### src/rtl/round_cipher_core.sv
// Iterative rotate/XOR block cipher core, one round per clock.
// Encrypt and decrypt share one datapath; the round key is rotated each
// round, so no key schedule is stored.
// Ports:
//   clk, rst              clock, synchronous active-high reset
//   in_valid, in_ready    input handshake (block accepted on both high)
//   mode                  0 = encrypt, 1 = decrypt (sampled on accept)
//   data_in, key_in       block and master key (sampled on accept)
//   out_valid, out_ready  output handshake (result held until taken)
//   data_out              result block
//   busy                  core is in ROUND or DONE
module round_cipher_core #(
  parameter int unsigned DATA_W    = 64,
  parameter int unsigned ROUNDS    = 4,
  parameter int unsigned KEY_SHIFT = 3,
  parameter int unsigned DATA_ROT  = 5
) (
  input  logic              clk,
  input  logic              rst,
  input  logic              in_valid,
  output logic              in_ready,
  input  logic              mode,
  input  logic [DATA_W-1:0] data_in,
  input  logic [DATA_W-1:0] key_in,
  output logic              out_valid,
  input  logic              out_ready,
  output logic [DATA_W-1:0] data_out,
  output logic              busy
);

  localparam int unsigned CNT_W       = $clog2(ROUNDS + 1);
  localparam int unsigned KS          = KEY_SHIFT % DATA_W;
  localparam int unsigned DR          = DATA_ROT % DATA_W;
  // Decrypt starts from the last encrypt round key and walks backwards.
  localparam int unsigned DEC_KEY_ROT = (KEY_SHIFT * ROUNDS) % DATA_W;

  typedef enum logic [1:0] {
    IDLE  = 2'd0,
    ROUND = 2'd1,
    DONE  = 2'd2
  } state_t;

  state_t              state;
  logic [DATA_W-1:0]   s_reg;
  logic [DATA_W-1:0]   k_reg;
  logic                mode_reg;
  logic [CNT_W-1:0]    rnd_cnt;
  logic [DATA_W-1:0]   s_next;
  logic [DATA_W-1:0]   k_next;

  // Circular left rotate; amount reduced modulo DATA_W.
  function automatic logic [DATA_W-1:0] rotl(input logic [DATA_W-1:0] x,
                                             input int unsigned n);
    int unsigned a;
    a = n % DATA_W;
    if (a == 0) return x;
    return (x << a) | (x >> (DATA_W - a));
  endfunction

  // Circular right rotate expressed as the complementary left rotate.
  function automatic logic [DATA_W-1:0] rotr(input logic [DATA_W-1:0] x,
                                             input int unsigned n);
    return rotl(x, (DATA_W - (n % DATA_W)) % DATA_W);
  endfunction

  // One round of state and key update for the current direction.
  always_comb begin
    s_next = s_reg;
    k_next = k_reg;
    if (mode_reg) begin
      s_next = rotr(s_reg ^ k_reg, DR);
      k_next = rotr(k_reg, KS);
    end else begin
      s_next = rotl(s_reg, DR) ^ k_reg;
      k_next = rotl(k_reg, KS);
    end
  end

  // Control FSM with registered handshake and status outputs.
  always_ff @(posedge clk) begin
    if (rst) begin
      state     <= IDLE;
      in_ready  <= 1'b0;
      out_valid <= 1'b0;
      busy      <= 1'b0;
      data_out  <= '0;
      s_reg     <= '0;
      k_reg     <= '0;
      mode_reg  <= 1'b0;
      rnd_cnt   <= '0;
    end else begin
      case (state)
        IDLE: begin
          if (in_valid && in_ready) begin
            s_reg    <= data_in;
            mode_reg <= mode;
            rnd_cnt  <= '0;
            k_reg    <= mode ? rotl(key_in, DEC_KEY_ROT) : rotl(key_in, KS);
            in_ready <= 1'b0;
            busy     <= 1'b1;
            state    <= ROUND;
          end else begin
            in_ready <= 1'b1;
          end
        end
        ROUND: begin
          s_reg   <= s_next;
          k_reg   <= k_next;
          rnd_cnt <= rnd_cnt + CNT_W'(1);
          if (rnd_cnt == CNT_W'(ROUNDS - 1)) begin
            data_out  <= s_next;
            out_valid <= 1'b1;
            state     <= DONE;
          end
        end
        DONE: begin
          // Result stays put until downstream takes it.
          if (out_ready) begin
            out_valid <= 1'b0;
            busy      <= 1'b0;
            in_ready  <= 1'b1;
            state     <= IDLE;
          end
        end
        default: begin
          state     <= IDLE;
          in_ready  <= 1'b0;
          out_valid <= 1'b0;
          busy      <= 1'b0;
        end
      endcase
    end
  end

endmodule

### config.mk
export PLATFORM = sky130hd
export DESIGN_NAME = round_cipher_core
export DESIGN_NICKNAME = d
export VERILOG_FILES = /design/src/rtl/round_cipher_core.sv
export SDC_FILE = /design/constraint.sdc
export NUM_CORES = 1
export LEC_CHECK = 0
export ABC_AREA = 0
export BUFFER_PORTS_ARGS = -buffer_cell sky130_fd_sc_hd__buf_2
export CAP_MARGIN = 5
export CORE_ASPECT_RATIO = 0.9
export CORE_MARGIN = 1
export CORE_UTILIZATION = 61
export DETAILED_ROUTE_END_ITERATION = 12
export GPL_ROUTABILITY_DRIVEN = 0
export MAX_ROUTING_LAYER = met4
export PLACE_DENSITY = 0.87
export SKIP_LAST_GASP = 1
export SLEW_MARGIN = 20
export SYNTH_ARGS = -nofsm -noshare
export SYNTH_HDL_FRONTEND = slang
export SYNTH_SLANG_ARGS = --single-unit
### constraint.sdc
create_clock -name clk -period 2.8 [get_ports clk]
set_input_delay 0.28 -clock clk [delete_from_list [all_inputs] [get_ports clk]]
set_output_delay 0.28 -clock clk [all_outputs]
set_load 0.03 [all_outputs]
# Word-level counts from Yosys, hierarchy flattened
# Index checks and enable logic that the tools add are counted.
# op_classes
n_mux	21
bitwise_logic	10
addsub	1
n_eq_ne	6
n_reduce_logical	10
# op_table
operator	count
two-way mux 64 bit	5
one-hot mux 64 bit (2 select lines)	2
bitwise OR 64 x 3 -> 64 bit	2
XOR 64 bit	2
bitwise OR 64 x 12 -> 64 bit	1
bitwise OR 64 x 5 -> 64 bit	1
bitwise OR 64 x 59 -> 64 bit	1
bitwise OR 64 x 61 -> 64 bit	1
one-hot mux 1 bit (3 select lines)	3
AND reduction 3 bit	3
AND reduction 2 bit	4
two-way mux 2 bit	3
!= test 2 bit, second input constant	3
one-hot mux 2 bit (3 select lines)	1
one-hot mux 3 bit (2 select lines)	1
two-way mux 1 bit	5
adder 3 x 1 -> 3 bit, second input constant	1
== test 3 x 2 -> 1 bit, second input constant	1
two-way mux 3 bit	1
== test 2 x 1 -> 1 bit, second input constant	1
== test 2 bit, second input constant	1
zero test 2 bit	1
inverter 1 bit	2
nonzero test 2 bit	1
logical AND 1 bit	1
# word_totals
word_cells	57
in_bits	133
ff_bits	201
output_inout_bits	67

# Depth between registers and ports, before layout
# Gate-level depths: netlist of run 1.
# logic_depth
depth_word	4
depth_mapped	7

# Worst setup path before layout of run 1
# OpenSTA, ideal clock, no wires.
# synth_timing
path_kind	reg2reg
start	register in_ready
end	register s_reg[48]
stages_incl_launch_ff	7
t_arrival_ps	1400
path_slack_ps	1270
t_required_ps	2669
cell_sequence	dfxtp_1 > nor4bb_1 > buf_2 > nor2_2 > buf_4 > a22oi_1 > o22ai_1
# synth_between
elab_chain_len	3
# synth_lines
item	line	source
from (decl)	21	output logic in_ready,
from (signal assigned)	83	in_ready <= 1'b0;
from (signal assigned)	99	in_ready <= 1'b0;
from (signal assigned)	103	in_ready <= 1'b1;
logical AND 1 bit	94	if (in_valid && in_ready) begin
!= test 2 bit (no line)	--	
AND reduction 2 bit (no line)	--	
to (signal assigned)	95	s_reg <= data_in;
to (signal assigned)	107	s_reg <= s_next;
to (decl)	44	logic [DATA_W-1:0] s_reg;
# No other way between the ends.
# A chain may end at the register's enable or synchronous reset.

# Final worst setup path of run 1
# layout_timing
start	register state[1]
end	register data_out[48]
# layout_between
elab_chain_len	2
# layout_lines
item	line	source
from (decl)	43	state_t state;
from (signal assigned)	82	state <= IDLE;
from (signal assigned)	101	state <= ROUND;
from (signal assigned)	113	state <= DONE;
== test 2 x 1 -> 1 bit	92	case (state)
AND reduction 2 bit (no line)	--	
to (signal assigned)	111	data_out <= s_next;
to (decl)	27	output logic [DATA_W-1:0] data_out,
# No other way between the ends.

==> metrics, run 1 <==
status=finished, final reports clean; first-pass iteration count of the detailed router=7; pwr/cell area=625 nW/um^2; DIE HEIGHT=127 um; synth-to-layout area growth=15.7%; Cells after Synth=about 1.2k; crit path cell chain=nor2b_4 -> a21oi_4 -> buf_4 -> nand2_1 -> o31ai_1; pin count of the biggest net entering global routing=93; area of the multi-input gates=~6100 sq um; first-pass GRT wire length=49200 um; reg2reg start=state[1]; drt drc=0; Clock Skew=0.0276 ns; area leader, netlist=dfxtp_1; Final Hold Fails=0; initial antenna violation count=0; # hold bufs at CTS=0; syn_area_per_cell=~9.2 sq um; Hold WC Path Type=in -> reg; port bufs=199; setup ws final=0.392 ns; Slew Limit Fails=0; fill count=1231; Sw Pwr=2400 uW; DP Wirelength=22800 um; Synth Cell Area=10700 sq um; die width=141 um; Max Freq=415 MHz; via/cell ratio=6.42; Antenna Cells=0; via count=between 9k and 10k; Starting Density=0.627; synth top area cells=dfxtp_1 (38%), mux2i_1 (13%), nand2_1 (6.9%), xnor2_1 (6.2%), a32o_1 (6.0%); FP Rows=45; Ys Warns=0; Worst path slowest cell=a21oi_4; core area=roughly 17000 sq um; flops & latches, synth=between 200 and 250; Slew Limit Headroom=0.284; CTS sink cnt=201; Leakage=0.00512 uW; Clock Power Share=0.352; most frequent cells in the layout=dfxtp_1 (200), buf_2 (198), nand2_1 (197); Worst-path clk slew=~0.06 ns; number of global-route vias before repair=roughly 8.9k; Root Buffer=clkbuf_16; Setup CP Type=reg -> reg; CP Launch Point=state[1]; Data arrival, critical path=2.82 ns; Hold WS=0.0906 ns; R2R cell count=5; fin crit share=0.860; clock buffer depth=3; CTS H-tree depth=1; share of cells above drive strength 1=0.214; setup slack, reg-to-reg=0.39 ns; Overflow after GRT=0; sequential element share of the synthesized area=0.378; reg2reg end=data_out[48]; syn_nets=1296; WL final=32400 um; max-cap violations=0; Post-Layout Cell Count=1550; sequential power share=0.446; setup bufs post-CTS=0; Pint=~5300 uW; WP data required=3.21 ns; Post-layout nets=1436; switching portion of total power=0.312; total chip power=7700 uW; IO Count=200; Gate power share=0.203; leading cell type in the layout, fill and taps excluded=dfxtp_1; Worst Max-Slew Pin Slew=1.07 ns; VDD IR-drop max=about 390 uV; Setup Viol. Count Final=0; die area=18000 sq um; Place WS=0.448 ns; Routed Antenna Nets=0; RSZ-0062 raised after global routing=no; PostCTS Resize Cnt=0; fin crit period=around 2.4 ns; 1st-iter DRT viols=1323; critical path endpoint category=register; Yosys top cell area share=0.378; distinct cell type count after synthesis=38; maximum fanout along the worst path=39; Total Routing Usage GR=0.363; worst-skew pair later-pin latency=~0.5 ns; critical path's largest stage delay=around 0.88 ns; WL/cell=20.9 um; CTS buffer count=21; CTS tree=done; final setup TNS=0 ns; # placed instances=1513; Startpoint Class=register; sequential standard cell area=4030 sq um; crit path to=data_out[48]
-- power groups by stage --
stage / combinational [uW] / sequential [uW] / clock, uW
6_report: 1560 / 3430 / 2710
5_1_grt: 1680 / 3440 / 2820
4_1_cts: 1520 / 3410 / 2720
3_5_place_dp: 1500 / 3470 / 0
3_3_place_gp: 1470 / 3460 / 0
2_1_floorplan: 1120 / 3340 / 0
-- routing by layer --
layer	track usage	wire [um]	vias up
li1	-	-	4483
met1	0.508	13500	4704
met2	0.525	14000	707
met3	0.0738	4080	64
met4	0.107	849	0
met5	-	0	-
-- critical path: cells and delay by family, from the launching register on --
family	cells	cell delay [ns]
compound gates	2	0.96
simple gates	2	0.28
flops	1	0.63
buf+inv	1	0.44
-- cell usage after synthesis, drive strengths merged --
cell / count
o21bai: 2
o22ai: 14
nand2: 199
buf: 78
xor2: 52
clkbuf: 21
a2111oi: 1
a32o: 64
o31ai: 14
ha: 2
xnor2: 76
a22oi: 32
a22o: 50
o21ai: 50
o2bb2ai: 17
nor3: 2
nor2: 81
a211oi: 12
dfxtp: 201
nand2b: 2
inv: 2
nor2b: 2
o221a: 21
mux2i: 140
nor4bb: 1
nand4bb: 1
a21oi: 24
-- how the worst min path moves through the flow --
stage	slack, ns	end	start	cells past startpoint
2_1_floorplan	0.45	rnd_cnt[2]	rnd_cnt[2]	2
3_3_place_gp	0.44	data_out[15]	data_out[15]	2
3_5_place_dp	0.44	data_out[25]	data_out[25]	2
4_1_cts	0.08	s_reg[2]	data_in[2]	3
5_1_grt	0.1	s_reg[11]	data_in[11]	3
6_report	0.09	s_reg[57]	data_in[57]	3
-- metrics by stage --
step,cell area (sq um),util
after floorplan,10700,-
after global placement,11700,0.686
after detailed placement,11700,0.686
after CTS,12300,0.725
after global routing,12300,0.725
final,12300,0.725
-- final cells by class --
type / instances / share of cell area
Sequential cell: 201 / 0.327
Inverter: 2 / 0.000609
Multi-Input combinational cell: 859 / 0.497
Timing Repair Buffer: 216 / 0.0985
Clock inverter: 7 / 0.00538
Clock buffer: 30 / 0.0478
Tap cell: 235 / 0.0239
-- cells by family after synthesis --
logic type	count (synthesis)	synth area share
DFF	201	0.378
AOI/OAI and AO/OA	301	0.225
adders and majority gates	2	0.00235
buffers and inverters	101	0.0494
muxes	140	0.132
xor gates and xnor gates	128	0.105
and+or+nand+nor	288	0.109
Note: power is estimated with default switching activity, not from simulation.
==> inputs of run 2 (changes only) <==
--- a/config.mk
+++ b/config.mk
@@ -10,11 +10,12 @@
 export CAP_MARGIN = 5
 export CORE_ASPECT_RATIO = 0.9
 export CORE_MARGIN = 1
-export CORE_UTILIZATION = 61
+export CORE_UTILIZATION = 62
+export CTS_BUF_LIST = sky130_fd_sc_hd__clkbuf_2 sky130_fd_sc_hd__clkbuf_4 sky130_fd_sc_hd__clkbuf_8
 export DETAILED_ROUTE_END_ITERATION = 12
 export GPL_ROUTABILITY_DRIVEN = 0
 export MAX_ROUTING_LAYER = met4
-export PLACE_DENSITY = 0.87
+export PLACE_DENSITY = 0.88
 export SKIP_LAST_GASP = 1
 export SLEW_MARGIN = 20
 export SYNTH_ARGS = -nofsm -noshare
==> run 2 against run 1 <==
First-iteration DRC count shrank 4.8%. Global-route usage grew 0.90 points. Clock power is essentially flat. Critical path depth is the same. Critical path type unchanged. Largest power group unchanged. Hold slack lost 0.040 ns. Die area shrank 1.6%.
==> metrics, run 2 (synthesis gave the netlist of run 1 again) <==
clock buffer depth=3 (unchanged); first-pass GRT wire length=49500 um (+0.66%); switching portion of total power=0.315 (+0.00280); CTS H-tree depth=2 (+1); critical path endpoint category=register; Worst-path clk slew=0.06 ns (about the same); Antenna Cells=0 (unchanged); drt drc=0 (unchanged); Setup Viol. Count Final=0 (unchanged); most frequent cells in the layout=dfxtp_1 (200), nand2_1 (197), buf_2 (197); worst-skew pair later-pin latency=0.53 ns (+0.02 ns); Slew Limit Fails=0 (unchanged); IO Count=200 (unchanged); max-cap violations=0 (unchanged); Setup CP Type=reg -> reg; DP Wirelength=22600 um (-0.59%); number of global-route vias before repair=9065 (+1.8%); Hold Path Stages=3 (unchanged); setup bufs post-CTS=0 (unchanged); Post-Layout Cell Count=1556 (+0.39%); PostCTS Resize Cnt=0 (unchanged); Data arrival, critical path=2.86 ns (+0.04 ns); port bufs=199 (unchanged); WP data required=3.25 ns (+0.04 ns); Starting Density=0.633 (+0.00629); Startpoint Class=register; # hold bufs at CTS=0 (unchanged); Slew Limit Headroom=0.277 (-0.00648); Leakage=0.00521 uW (+1.7%); Sw Pwr=2430 uW (+1.0%); R2R cell count=5 (unchanged); DIE HEIGHT=126 um (-0.80%); Post-DP Area=11700 sq um (-0.11%); first-pass iteration count of the detailed router=6 (-1); 1st-iter DRT viols=1259 (-4.8%); via count=10.0k (+0.57%); RSZ-0062 raised after global routing=no; total chip power=7710 uW (+0.14%); die area=17700 sq um (-1.6%); status=finished, final reports clean; WL/cell=20.8 um (-0.43%); FP Rows=45 (unchanged); Max Freq=416 MHz (+0.20%); maximum fanout along the worst path=38 (-2.6%); VDD IR-drop max=301 uV (-22%); Post-layout nets=1455 (+1.3%); Routed Antenna Nets=0 (unchanged); Clock Power Share=0.353 (about the same); Root Buffer=clkbuf_8; CTS sink cnt=201 (unchanged); synth-to-layout area growth=16.1%; core area=16800 sq um (-0.99%); Final Hold Fails=0 (unchanged); share of cells above drive strength 1=0.235 (+0.0213); # placed instances=1495 (-1.2%); Hold WC Path Type=in -> reg; WL final=32400 um (about the same); Pint=5280 uW (-0.27%); Overflow after GRT=0 (unchanged); initial antenna violation count=0 (unchanged); leading cell type in the layout, fill and taps excluded=dfxtp_1; fin crit share=0.858 (-0.00168); final setup TNS=0 ns (unchanged); Total Routing Usage GR=0.372 (+0.00896); die width=140 um (-0.80%); CTS tree=done; Final Util=0.735 (+0.00965); via/cell ratio=6.44 (+0.18%); Clock Skew=0.0220 ns (-0.00558 ns); sequential power share=0.445 (about the same); fin crit period=2.40 ns (-0.00470 ns); CTS buffer count=34 (+62%); Worst Max-Slew Pin Slew=1.08 ns (+0.00970 ns); post-route cell area=12400 sq um (+0.33%); pwr/cell area=623 nW/um^2 (-0.19%); Gate power share=0.202 (about the same); pin count of the biggest net entering global routing=93 (unchanged)
-- run 2: cell type report --
class	instances	area, sq um
multi-input cells	859	6120
fillers	1171	4470
flip-flops and latches	201	4030
repair buffers	222	1240
clock buffers	56	683
well taps	211	264
clock inverters	5	25.0
inverters	2	7.51
-- run 2: metal layers --
| metal | vias to the layer above | share of wire | routed length, um | track usage |
|---|---|---|---|---|
| li1 | 4524 | - | - | - |
| met2 | 704 | 0.44 | 14100 | 0.538 |
| met3 | 62 | 0.12 | 4050 | 0.0831 |
| met1 | 4725 | 0.41 | 13500 | 0.509 |
| met4 | 0 | 0.025 | 799 | 0.129 |
| met5 | - | 0 | 0 | - |
-- run 2: stage by stage --
step,hold slack (ns),setup WS [ns]
after floorplan,0.454,1.27
after global placement,0.434,0.537
after detailed placement,0.437,0.466
after CTS,0.0468,0.457
after global routing,0.0757,0.264
final,0.0504,0.397
-- run 2: final timing paths --
kind | from | end | slack, ns
worst min register to register | data_out[37] | data_out[37] | 0.45
worst max register to register | rnd_cnt[0] | data_out[51] | 0.40
worst min-delay path | data_in[2] | s_reg[2] | 0.05
worst max-delay path | rnd_cnt[0] | data_out[51] | 0.40
-- run 2: critical path, stage by stage, from the launching register on --
cell and delay (ns):
dfxtp_1 0.32, ha_1 0.20, ha_1 0.27, a21oi_4 0.88, buf_4 0.46, a22o_1 0.21
-- run 2: power by group through the flow --
| stage | Clock [uW] | Combinational (uW) | Sequential [uW] |
|---|---|---|---|
| 2_1_floorplan | 0 | 1120 | 3340 |
| 5_1_grt | 2870 | 1670 | 3440 |
| 6_report | 2720 | 1560 | 3430 |
| 3_3_place_gp | 0 | 1470 | 3450 |
| 3_5_place_dp | 0 | 1500 | 3470 |
| 4_1_cts | 2730 | 1520 | 3410 |
